### src/rtl/spell_pkg.sv
// Shared definitions for the spell memory controller and any other bus master
// that needs the same address map or state encoding.
package spell_pkg;

  typedef enum logic [1:0] {
    IDLE    = 2'd0,
    IO_ACC  = 2'd1,
    RAM_ACC = 2'd2,
    DONE    = 2'd3
  } state_e;

  localparam logic [7:0] IO_BASE_DEFAULT = 8'h20;
  localparam logic [7:0] IO_TOP_DEFAULT  = 8'h5F;
  localparam logic [7:0] ABORT_DATA      = 8'hFF;
  localparam int unsigned WAIT_W         = 4;

endpackage

### src/rtl/spell_addr_decode.sv
// Combinational address decode: flags addresses inside the IO window.
module spell_addr_decode
  import spell_pkg::*;
#(
  parameter logic [7:0] IO_BASE = IO_BASE_DEFAULT,
  parameter logic [7:0] IO_TOP  = IO_TOP_DEFAULT
) (
  input  logic [7:0] addr_i,
  output logic       is_io_o
);

  assign is_io_o = (addr_i >= IO_BASE) && (addr_i <= IO_TOP);

endmodule

### src/rtl/spell_mem_ctrl.sv
// CPU-side memory controller: routes one request at a time to the IO block or
// the data RAM, waits for the target's ready and aborts on a wait timeout.
module spell_mem_ctrl
  import spell_pkg::*;
#(
  parameter logic [7:0]  IO_BASE = IO_BASE_DEFAULT,
  parameter logic [7:0]  IO_TOP  = IO_TOP_DEFAULT,
  parameter int unsigned TIMEOUT = 15
) (
  input  logic       clk,
  input  logic       rst,
  input  logic       cpu_valid,
  input  logic [7:0] cpu_addr,
  input  logic [7:0] cpu_wdata,
  input  logic       cpu_write,
  output logic [7:0] cpu_rdata,
  output logic       cpu_ready,
  output logic       io_select,
  output logic       io_write,
  output logic [7:0] io_addr,
  output logic [7:0] io_data_in,
  input  logic [7:0] io_data_out,
  input  logic       io_data_ready,
  output logic       ram_select,
  output logic       ram_write,
  output logic [7:0] ram_addr,
  output logic [7:0] ram_wdata,
  input  logic [7:0] ram_rdata,
  input  logic       ram_ready,
  output logic       bus_error
);

  localparam logic [WAIT_W-1:0] TIMEOUT_CNT = WAIT_W'(TIMEOUT);

  state_e            state_q, state_d;
  logic [7:0]        addr_q, addr_d;
  logic [7:0]        wdata_q, wdata_d;
  logic              write_q, write_d;
  logic [7:0]        rdata_q, rdata_d;
  logic [WAIT_W-1:0] wait_q, wait_d;
  logic              err_q, err_d;

  logic       is_io;
  logic       tgt_ready;
  logic [7:0] tgt_rdata;

  spell_addr_decode #(
    .IO_BASE(IO_BASE),
    .IO_TOP (IO_TOP)
  ) u_decode (
    .addr_i (cpu_addr),
    .is_io_o(is_io)
  );

  // Only the currently selected target's response is looked at.
  always_comb begin
    tgt_ready = 1'b0;
    tgt_rdata = 8'h00;
    if (state_q == IO_ACC) begin
      tgt_ready = io_data_ready;
      tgt_rdata = io_data_out;
    end else if (state_q == RAM_ACC) begin
      tgt_ready = ram_ready;
      tgt_rdata = ram_rdata;
    end
  end

  always_comb begin
    state_d = state_q;
    addr_d  = addr_q;
    wdata_d = wdata_q;
    write_d = write_q;
    rdata_d = rdata_q;
    wait_d  = wait_q;
    err_d   = err_q;
    unique case (state_q)
      IDLE: begin
        if (cpu_valid) begin
          addr_d  = cpu_addr;
          wdata_d = cpu_wdata;
          write_d = cpu_write;
          wait_d  = '0;
          state_d = is_io ? IO_ACC : RAM_ACC;
        end
      end
      IO_ACC, RAM_ACC: begin
        // Ready wins over timeout when both land in the same cycle.
        if (tgt_ready) begin
          if (!write_q) rdata_d = tgt_rdata;
          state_d = DONE;
        end else if (wait_q == TIMEOUT_CNT) begin
          if (!write_q) rdata_d = ABORT_DATA;
          err_d   = 1'b1;
          state_d = DONE;
        end else begin
          wait_d = wait_q + 1'b1;
        end
      end
      DONE: state_d = IDLE;
      default: state_d = IDLE;
    endcase
  end

  always_ff @(posedge clk) begin
    if (rst) begin
      state_q <= IDLE;
      addr_q  <= 8'h00;
      wdata_q <= 8'h00;
      write_q <= 1'b0;
      rdata_q <= 8'h00;
      wait_q  <= '0;
      err_q   <= 1'b0;
    end else begin
      state_q <= state_d;
      addr_q  <= addr_d;
      wdata_q <= wdata_d;
      write_q <= write_d;
      rdata_q <= rdata_d;
      wait_q  <= wait_d;
      err_q   <= err_d;
    end
  end

  assign cpu_rdata  = rdata_q;
  assign cpu_ready  = (state_q == DONE);
  assign bus_error  = err_q;

  assign io_select  = (state_q == IO_ACC);
  assign io_write   = write_q;
  assign io_addr    = addr_q;
  assign io_data_in = wdata_q;

  assign ram_select = (state_q == RAM_ACC);
  assign ram_write  = write_q;
  assign ram_addr   = addr_q;
  assign ram_wdata  = wdata_q;

endmodule

### config.mk
export PLATFORM = sky130hd
export DESIGN_NAME = spell_mem_ctrl
export DESIGN_NICKNAME = d
export VERILOG_FILES = /design/src/rtl/spell_pkg.sv /design/src/rtl/spell_addr_decode.sv /design/src/rtl/spell_mem_ctrl.sv
export SDC_FILE = /design/constraint.sdc
export NUM_CORES = 1
export LEC_CHECK = 0
export ABC_AREA = 1
export CAP_MARGIN = 0
export CORE_ASPECT_RATIO = 0.5
export CORE_MARGIN = 1.5
export CORE_UTILIZATION = 27
export DETAILED_ROUTE_END_ITERATION = 8
export GPL_TIMING_DRIVEN = 0
export HOLD_SLACK_MARGIN = 0.03
export PLACE_DENSITY_LB_ADDON = 0.12
export SYNTH_ARGS = -nofsm -noshare
export SYNTH_HDL_FRONTEND = slang
export SYNTH_SLANG_ARGS = --single-unit
### constraint.sdc
create_clock -name clk -period 1.9 [get_ports clk]
set_input_delay 0.38 -clock clk [delete_from_list [all_inputs] [get_ports clk]]
set_output_delay 0.38 -clock clk [all_outputs]
set_load 0.05 [all_outputs]
==> run_results.csv <==
group,metric,value,unit
outcome,status,"finished clean",
floorplan,fp.dieW,115,um
layout,syn_to_final_growth,66.1,%
layout,nFillCells,617,
layout,multi_input_area,777,um^2
flow_run,maxCapViolCount,0,
detailed_routing,ant_nets,0,
setup_path,path_cells,"inv_1, ha_1, clkdlybuf4s15_1",
min_path,holdPathStages,2,
layout,layout-drive-gt1-share,12.3,%
logic_synthesis,synth-seq-cells,32,
logic_synthesis,synth_top_area_cell,"dfxtp_1",
layout,finish.utilization,46.4,%
clock_tree,clk_path_buf_depth,2,
setup_path,rr_worst_depth,7,
layout,diodes,0,
clock_tree,post_cts_buffers,0,
power_and_ir_drop,seqPwrFrac,21.3,%
floorplan,start_util,27.9,%
min_path,hp-class,"reg -> reg",
layout,seqCellArea,641,um^2
floorplan,die_h,59.1,um
sta,hold_viol,0,
placement,dpl.hpwl,3300,um
logic_synthesis,synth-seq-area-share,37.7,%
sta,period_share,96.9,%
clock_tree,cts-htree-levels,2,
power_and_ir_drop,p_leak,1.36,nW
global_route,grt-ovfl-total,0,
logic_synthesis,syn_area,1700,um^2
setup_path,end_kind,"primary output",
detailed_routing,vias_per_cell,4.08,
setup_path,critPathSlowestCell,"clkdlybuf4s15_1",
detailed_routing,dr.pass1.iters,4,
placement,io_buffers,83,
detailed_routing,wl,4350,um
global_route,antenna_found_initial,0,
logic_synthesis,ys_warn_count,0,
setup_path,critPathTopFamily,"buffers and inverters",
clock_tree,clock_sinks,32,
power_and_ir_drop,p_int,2.50,mW
clock_tree,clkLatencyLatePin,270,ps
placement,finalWeightedCongestion,0.742,
power_and_ir_drop,ir_worst_vdd,0.000441,V
logic_synthesis,synth.net_count,285,
sta,report.final.slew_viol_count,0,
setup_path,critical_path.max_stage_delay,510,ps
floorplan,num_rows,20,
sta,slew_headroom,66.1,%
layout,layout.nets,375,
setup_path,crit_type,"reg -> out",
setup_path,cp_num_buf_inv,2,
detailed_routing,drt_iter0_drc,70,
global_route,grt_max_degree,11,
global_route,grt_pass1_vias,1517,
power_and_ir_drop,p_sw,2.21,mW
sta,worst_pin_slew,506,ps
setup_path,startpoint_type,"flip-flop",
clock_tree,holdBufCountCts,0,
global_route,grt_pass1_wl,7020,um
floorplan,core_area,6080,um^2
clock_tree,cts-root-buf,"clkbuf_16",
sta,final.setup.tns,0,ps
floorplan,die_area,6800,um^2
power_and_ir_drop,fin_total_pwr,4.72,mW
sta,max_freq,0.543,GHz
sta,fin_crit,1840,ps
floorplan,io_pins,84,
clock_tree,cts_buffers,5,
logic_synthesis,synth_top_area_share,37.7,%
setup_path,path_depth,3,
power_and_ir_drop,p_per_area,1670,nW/um^2
logic_synthesis,synth_cell_types,21,
power_and_ir_drop,clkPwrFrac,20.7,%
setup_path,cp.required,1520,ps
global_route,grt_util_all_layers,13.3,%
detailed_routing,vias,1715,
sta,clock_skew,3.21,ps
detailed_routing,wl_per_cell,10.4,um
setup_path,critPathMaxFanout,4,
clock_tree,clkTransAtPathRegs,50,ps
power_and_ir_drop,p_sw_share,46.9,%
clock_tree,tritoncts,"done",
logic_synthesis,synthCells,241,
sta,rsz0062_at_grt,"no",
logic_synthesis,yosys-top-cells-area,"dfxtp_1 38%, nor2_1 12%, nand2_1 9.3%, buf_4 8.0%, inv_1 5.5%",
clock_tree,ctsResizeCount,14,
setup_path,cp.arrival,1460,ps
setup_path,ff2ff_setup_slack,180,ps
sta,finalSetupViolations,0,
power_and_ir_drop,power_frac_comb,58.0,%
logic_synthesis,avgSynthCellArea,7.05,um^2
detailed_routing,drc,0,
synthesized netlist by cell type:
master,number
nand2_2,3
nand2_4,2
clkbuf_1,3
clkinv_1,2
a21oi_1,8
inv_1,25
ha_1,6
nand3_2,1
nand3_1,5
nor2_2,2
a22oi_1,8
nor2_1,55
nand3_4,1
dfxtp_1,32
buf_4,18
nand4_1,5
mux2i_1,1
buf_6,2
nand2_1,42
o21ai_0,18
buf_2,2
worst paths after layout:
check | start | end
setup / recovery | state_q[0] | ram_select
hold reg to reg | bus_error | bus_error
hold / removal | bus_error | bus_error
setup reg to reg | state_q[0] | io_data_in[3]
routing by layer:
metal / global-route usage, % / routed length, um / share of wire (%) / vias up
met4: 2.65 / 23 / 0.53 / 0
met2: 22.4 / 1910 / 44 / 59
met1: 17.1 / 2140 / 49 / 730
met3: 4.40 / 278 / 6.4 / 2
li1: - / - / - / 924
met5: 0 / 0 / 0 / -
per-stage QoR:
stage	cell area, um^2	instances	hold WS [ps]	setup WS (ps)
after floorplan	1700	241	449	149
after CTS	2800	420	481	3.41
after detailed placement	2640	412	468	-18.4
after global placement	2640	412	461	-13.2
final	2820	420	477	58.8
after global routing	2820	420	526	7.83
power groups by stage:
stage	clock [mW]	sequential, mW	combinational, mW
after global routing	1.04	1.04	2.96
after global placement	0	1.01	2.79
after CTS	1.00	1.01	2.76
after floorplan	0	1.57	1.45
final	0.974	1.01	2.74
after detailed placement	0	1.02	2.81
area by class of cell:
type | count | area share (%)
flip-flops and latches | 32 | 22.7
plain buffers | 25 | 6.34
multi-input cells | 157 | 27.6
well taps | 88 | 3.90
inverters | 27 | 3.73
clock inverters | 1 | 1.06
clock buffers | 7 | 5.41
repair buffers | 83 | 29.3
cell usage in the layout (no fill, tap or decap), types with 3 or more instances in the layout:
master           synthesis  layout
inv_1                   25      25
buf_4                   18      18
nand3_1                  5       5
clkbuf_1                 3       3
clkdlybuf4s50_1          0      63
ha_1                     6       6
nor2_1                  55      55
o21ai_0                 18      18
a21oi_1                  8       8
clkbuf_16                0       5
nand2_2                  3       3
a22oi_1                  8       8
nand4_1                  5       5
nand2_1                 42      42
dlymetal6s2s_1           0       6
dlygate4sd2_1            0      12
dfxtp_1                 32      32
registers in the layout (all words and copies together) (netlist names):
| register | flops |
|---|---|
| bus_error | 1 |
| cpu_rdata | 8 |
| io_addr | 8 |
| io_data_in | 8 |
| io_write | 1 |
| state_q | 2 |
| wait_q | 4 |
worst register-to-register path, stage by stage, from the launching register on:
cell        delay [ps]
dfxtp_1            360
inv_1              110
ha_1               240
nand2_1            250
clkinvlp_4         270
buf_2              240
nor2_1             110
nor2_1              50
cell families (layout without fill, tap and decap cells):
group	count (synthesis)	count (layout)	share of synthesized area, %
AO/OA/AOI/OAI	34	34	11.2
adder cells (fa/ha/maj)	6	6	4.42
buffers and inverters	52	143	16.5
flip-flops	32	32	37.7
multiplexers	1	1	0.590
AND/OR/NAND/NOR	116	116	29.6
No activity file was read; power rests on OpenSTA's default activity.
